<file path="src/rtl/fifo_pkg.sv">
// Shared constants and types for the FIFO read streamer and its skid buffer.
package fifo_pkg;

   localparam int SKID_DEPTH         = 3;
   localparam int DEFAULT_DATA_WIDTH = 8;

   typedef enum logic [1:0] {
      S0 = 2'd0,
      S1 = 2'd1,
      S2 = 2'd2,
      S3 = 2'd3
   } occ_e;

   // A read may only be launched if the word can never find the skid buffer full.
   function automatic logic credit_ok(input occ_e occ, input logic inflight);
      return ({1'b0, occ} + {2'b00, inflight}) < 3'(SKID_DEPTH);
   endfunction

   function automatic logic [1:0] ptr_inc(input logic [1:0] ptr);
      return (ptr == 2'(SKID_DEPTH - 1)) ? 2'd0 : ptr + 2'd1;
   endfunction

endpackage

</file>
<file path="src/rtl/fifo_rd_skid.sv">
// Three-entry skid FIFO between the FIFO read port and the ready/valid stream.
module fifo_rd_skid
   import fifo_pkg::*;
#(
   parameter int DATA_WIDTH = DEFAULT_DATA_WIDTH
) (
   input  logic                  rclk,
   input  logic                  r_rst,
   input  logic                  push,
   input  logic [DATA_WIDTH-1:0] push_data,
   input  logic                  pop,
   output logic [DATA_WIDTH-1:0] pop_data,
   output logic                  valid,
   output occ_e                  occ
);

   logic [DATA_WIDTH-1:0] mem_q [SKID_DEPTH];
   logic [DATA_WIDTH-1:0] mem_d [SKID_DEPTH];
   logic [1:0]            wr_ptr_q, wr_ptr_d;
   logic [1:0]            rd_ptr_q, rd_ptr_d;
   occ_e                  occ_q, occ_d;
   logic                  pop_ok;

   always_comb begin
      // NOTE: every variable gets a default first so no path leaves it unassigned (no latch).
      mem_d    = mem_q;
      wr_ptr_d = wr_ptr_q;
      rd_ptr_d = rd_ptr_q;
      occ_d    = occ_q;
      pop_ok   = pop && (occ_q != S0);

      if (push) begin
         mem_d[wr_ptr_q] = push_data;
         wr_ptr_d        = ptr_inc(wr_ptr_q);
      end
      if (pop_ok) begin
         rd_ptr_d = ptr_inc(rd_ptr_q);
      end

      unique case (occ_q)
         S0: if (push) occ_d = S1;
         S1: if (push && !pop_ok) occ_d = S2; else if (!push && pop_ok) occ_d = S0;
         S2: if (push && !pop_ok) occ_d = S3; else if (!push && pop_ok) occ_d = S1;
         S3: if (!push && pop_ok) occ_d = S2;
      endcase
   end

   always_ff @(posedge rclk) begin
      // NOTE: state registers use non-blocking assignments so all flops update together.
      if (r_rst) begin
         occ_q    <= S0;
         wr_ptr_q <= '0;
         rd_ptr_q <= '0;
      end else begin
         occ_q    <= occ_d;
         wr_ptr_q <= wr_ptr_d;
         rd_ptr_q <= rd_ptr_d;
      end
   end

   // NOTE: storage is not reset; the head is masked to zero while empty instead.
   always_ff @(posedge rclk) begin
      mem_q <= mem_d;
   end

   assign pop_data = (occ_q != S0) ? mem_q[rd_ptr_q] : '0;
   assign valid    = (occ_q != S0);
   assign occ      = occ_q;

   // The read credit rule must make a write into a full buffer impossible.
   assert property (@(posedge rclk) disable iff (r_rst) !(push && occ_q == S3));

endmodule

</file>
<file path="src/rtl/fifo_read_streamer.sv">
// Issues FIFO reads against a credit of skid slots and streams the words out.
module fifo_read_streamer
   import fifo_pkg::*;
#(
   parameter int DATA_WIDTH = DEFAULT_DATA_WIDTH,
   parameter int CNT_WIDTH  = 16
) (
   input  logic                  rclk,
   input  logic                  r_rst,
   input  logic                  enable,
   input  logic                  empty,
   input  logic [DATA_WIDTH-1:0] data_out,
   output logic                  ren,
   output logic                  m_valid,
   output logic [DATA_WIDTH-1:0] m_data,
   input  logic                  m_ready,
   output logic [CNT_WIDTH-1:0]  rd_count
);

   logic                 inflight_q, inflight_d;
   logic [CNT_WIDTH-1:0] rd_count_q, rd_count_d;
   occ_e                 occ;
   logic                 pop;

   // The credit counts the word still in flight, so ren never looks at m_ready.
   always_comb begin
      ren        = !r_rst && enable && !empty && credit_ok(occ, inflight_q);
      inflight_d = ren;
      pop        = m_valid && m_ready;
      rd_count_d = rd_count_q;
      if (pop) begin
         rd_count_d = rd_count_q + CNT_WIDTH'(1);
      end
   end

   always_ff @(posedge rclk) begin
      if (r_rst) begin
         inflight_q <= 1'b0;
         rd_count_q <= '0;
      end else begin
         inflight_q <= inflight_d;
         rd_count_q <= rd_count_d;
      end
   end

   fifo_rd_skid #(
      .DATA_WIDTH(DATA_WIDTH)
   ) u_skid (
      .rclk     (rclk),
      .r_rst    (r_rst),
      .push     (inflight_q),
      .push_data(data_out),
      .pop      (pop),
      .pop_data (m_data),
      .valid    (m_valid),
      .occ      (occ)
   );

   assign rd_count = rd_count_q;

endmodule

</file>
<file path="config.mk">
export PLATFORM = sky130hd
export DESIGN_NAME = fifo_read_streamer
export DESIGN_NICKNAME = d
export VERILOG_FILES = /design/src/rtl/fifo_pkg.sv /design/src/rtl/fifo_rd_skid.sv /design/src/rtl/fifo_read_streamer.sv
export SDC_FILE = /design/constraint.sdc
export NUM_CORES = 1
export LEC_CHECK = 0
export ABC_AREA = 1
export BUFFER_PORTS_ARGS = -buffer_cell sky130_fd_sc_hd__clkbuf_2
export CAP_MARGIN = 15
export CORE_MARGIN = 1
export CORE_UTILIZATION = 50
export DETAILED_ROUTE_END_ITERATION = 7
export HOLD_SLACK_MARGIN = 0.05
export MAX_ROUTING_LAYER = met4
export PLACE_DENSITY = 0.75
export SLEW_MARGIN = 30
export SYNTH_ARGS = -nofsm -noshare
export SYNTH_HDL_FRONTEND = slang
export SYNTH_SLANG_ARGS = --single-unit
</file>
<file path="constraint.sdc">
create_clock -name rclk -period 1.5 [get_ports rclk]
set_clock_uncertainty 0.05 [all_clocks]
set_input_delay 0.225 -clock rclk [delete_from_list [all_inputs] [get_ports rclk]]
set_output_delay 0.225 -clock rclk [all_outputs]
set_load 0.005 [all_outputs]
</file>
==> impl_metrics.yaml <==
status:
  run_status: "finished, violations left"
  violations: "negative setup slack"
pwr:
  power.density_nw_per_um2: 1030
  switchingPower_w: 0.000662
  clockPowerShare_pct: 37.3
  ir_drop_mv: 0.481
  p_comb_share_pct: 14.0
  seqPwrFrac_pct: 48.6
  switching_share_pct: 23.0
  internal-power_w: 0.00221
  leakagePower_nw: 1.22
logic_synthesis:
  synth-simple-area-share_pct: 28.9
  synthCells: 256
  synth_top_family_by_area: "simple AND/OR/NAND/NOR gates"
  synth-seq-area-share_pct: 53.7
  muxShareOfSynthArea_pct: 0
  syn_area_per_cell_um2: 8.59
  synth_compound_area_share_pct: 5.01
  yosysWarnings: 0
  synthAdderAreaFrac_pct: 3.30
  syn_area_um2: 2200
  ys_types: 27
  synth_nets: 274
  yosys_register_bits: 47
  synth-xor-area-share_pct: 0.797
clock_tree:
  ctsHoldBuffers: 0
  h-tree-depth: 2
  insertion_delay_ps: 300
  cts_buffers: 5
  tritoncts: "yes"
  cts_buffer_depth: 2
  cts_root_buf: "clkbuf_8"
  cts_sinks: 47
  clkSlewWorstSetupHoldPaths_ps: 80
route:
  ant_nets: 0
  drc_errors: 0
  drt_first_pass_iters: 4
  drtIter0Drc: 100
  wl_per_cell_um: 11.9
  viasPerCell: 4.90
  vias: 1790
  drt_wl_total_um: 4340
floorplan:
  dieArea_um2: 4670
  core_um2: 4120
  start_util_pct: 53.4
  pin_count: 39
  die_h_um: 68.3
  die_w_um: 68.3
  row_count: 23
placed_design:
  hpwlAfterDp_um: 2970
  gp_congestion: 0.770
  dpl-instance-area_um2: 2520
  port_buffers: 38
sta:
  slew_headroom_pct: 78.5
  layout_setup_ws_ps: -206
  tightest_slew_ps: 314
  drv_slew: 0
  hold_viol_final: 0
  finalCritPeriodShare_pct: 114
  finalCriticalPeriod_ps: 1710
  grt_setup_unrepaired: "true"
  fmaxAchievable_mhz: 586
  finalSetupViolations: 11
  fin_setup_tns_ps: -419
layout:
  layout.nets: 332
  num_antenna_cells: 0
  drive_gt1_share_pct: 30.2
  area_growth_pct: 26.5
  fin_area_um2: 2780
worst_setup_path:
  start_kind: "flip-flop"
  timing.rr.start: "u_skid.occ[0]$_SDFFE_PP0P_"
  criticalPathCategory: "flip-flop to output port"
  slowest_stage: "dfxtp_2"
  critPathArrivalTime_ps: 1430
  crit_start: "inflight_q$_SDFF_PP0_"
  cp_common_cell: "ha_4"
  required_ps: 1220
  path_cells: "ha_4, ha_4, a2111oi_4, buf_2"
  cp-end-kind: "output port"
  critPathMaxStageDelay_ps: 340
  cp_max_fo: 2
hold_path:
  hold_path_class: "input port to flip-flop"
  min_from: "data_out[7]"
grt:
  grt_pass1_vias: 1572
  grt-ovfl-total: 0
  grt_pass1_wl_um: 6640
  grt_max_degree: 15
  antenna_found_initial: 0
  track_usage_pct: 20.5
flow_run:
  max-cap-violations: 0
==> synthesized netlist by cell type, drive strengths merged <==
cell type | n | area share (%)
nand2 | 77 | 14
inv | 36 | 6.1
nor2 | 33 | 6.9
edfxtp | 24 | 33
dfxtp | 23 | 21
nand3 | 19 | 5.1
a21oi | 11 | 2.5
nand4 | 6 | 1.7
o21ai | 6 | 1.4
ha | 5 | 2.8
nor3 | 4 | 0.91
a2111oi | 2 | 0.80
buf | 2 | 1.1
clkinv | 2 | 0.34
xor2 | 2 | 0.80
clkbuf | 1 | 0.63
maj3 | 1 | 0.46
nor3b | 1 | 0.34
o211ai | 1 | 0.34
==> repair_timing <==
item                       CTS  global route
cloned                       0             1
setup endpoints to repair   11            14
resized for setup           23            10
pin swaps                    5             4
setup buffers                3             0
==> cell usage in the layout, fill, tap and decap left out <==
cell       netlist  routed
nand2_2          1       4
dfxtp_4          0       1
nor2_2           2       1
dfxtp_2          0       6
inv_2            2       2
nor2_4           3       5
o21ai_0          6       6
maj3_1           1       1
clkbuf_1         0       1
nor3_2           0       2
ha_4             0       2
clkbuf_2         0      37
xor2_1           2       2
nor3_1           4       2
inv_4            0       3
clkinv_2         0       1
inv_1           34      31
nand3_2          1       1
a21oi_1         11      11
nand2_4          2       3
bufinv_16        0       2
a2111oi_4        0       1
nor2_1          28      27
dfxtp_1         23      16
buf_8            0       1
a2111oi_0        2       1
clkinv_4         0       2
o211ai_1         1       1
nand4_1          6       6
clkbuf_8         1       5
buf_4            0      14
nor3b_1          1       1
nand3_4          1       1
buf_2            1       1
nand3_1         17      17
ha_1             5       3
edfxtp_1        24      24
nand2_1         74      70
==> stage by stage <==
step                      hold slack [ps]  instances  total power (W)  setup WS, ps  util, %
after floorplan                       266        256          0.00164          40.7        -
after global placement                379        353          0.00174         -52.2     61.2
after detailed placement              380        353          0.00175         -67.5     61.2
after CTS                            68.8        364          0.00288          -246     66.8
after global routing                 69.9        365          0.00300          -244     67.6
final                                81.2        365          0.00287          -206     67.6
==> power by group through the flow <==
stage / Sequential, W / Clock [W] / Combinational (W)
detailed placement: 0.00142 / 0 / 0.000329
global placement: 0.00142 / 0 / 0.000322
CTS: 0.00140 / 0.00110 / 0.000384
floorplan: 0.00142 / 0 / 0.000215
finish: 0.00140 / 0.00107 / 0.000404
global route: 0.00140 / 0.00115 / 0.000451
==> routing by layer <==
layer	global-route usage (%)	up-vias	part of all wire (%)	routed length [um]
met1	24.8	806	45	1950
met2	32.2	39	50	2170
li1	-	939	-	-
met5	-	-	0	0
met4	11.2	0	1.3	55
met3	3.50	6	3.9	171
==> worst paths after layout <==
path	end	slack, ps	cells after the start
worst max-delay path	ren	-210	4
worst min-delay path	u_skid.mem_q[7]$_DFFE_PP_	80	1
worst max register to register	u_skid.occ[1]$_SDFFE_PP0P_	-30	8
worst min register to register	rd_count[2]$_SDFFE_PP0P_	440	2
==> layout make-up <==
| type | count | area [um^2] |
|---|---|---|
| Clock buffer | 6 | 72.6 |
| Clock inverter | 2 | 60.1 |
| Fill cell | 330 | 1340 |
| Inverter | 38 | 160 |
| Multi-Input combinational cell | 168 | 917 |
| Sequential cell | 47 | 1190 |
| Tap cell | 50 | 62.6 |
| Timing Repair Buffer | 53 | 310 |
| Timing Repair inverter | 1 | 5.00 |
==> cells by family (layout without fill, tap and decap cells) <==
group / count (synthesis) / after routing
simple gates: 140 / 140
flops: 47 / 47
buf+inv: 41 / 100
compound gates: 20 / 20
fa+ha+maj: 6 / 6
xor+xnor: 2 / 2
==> sequential cells by signal, summed over array words and instances (netlist names) <==
signal	cells
u_skid.wr_ptr_q	2
u_skid.occ	2
u_skid.mem_q	24
u_skid.rd_ptr_q	2
rd_count	16
inflight_q	1
==> worst max-delay path, delay by kind of cell, from the launching register on <==
family / cells / cell delay, ps
AOI/OAI and AO/OA: 1 / 260
adders and majority gates: 2 / 380
buffers and inverters: 1 / 160
DFF: 1 / 340
(Power assumes the default switching activity.)
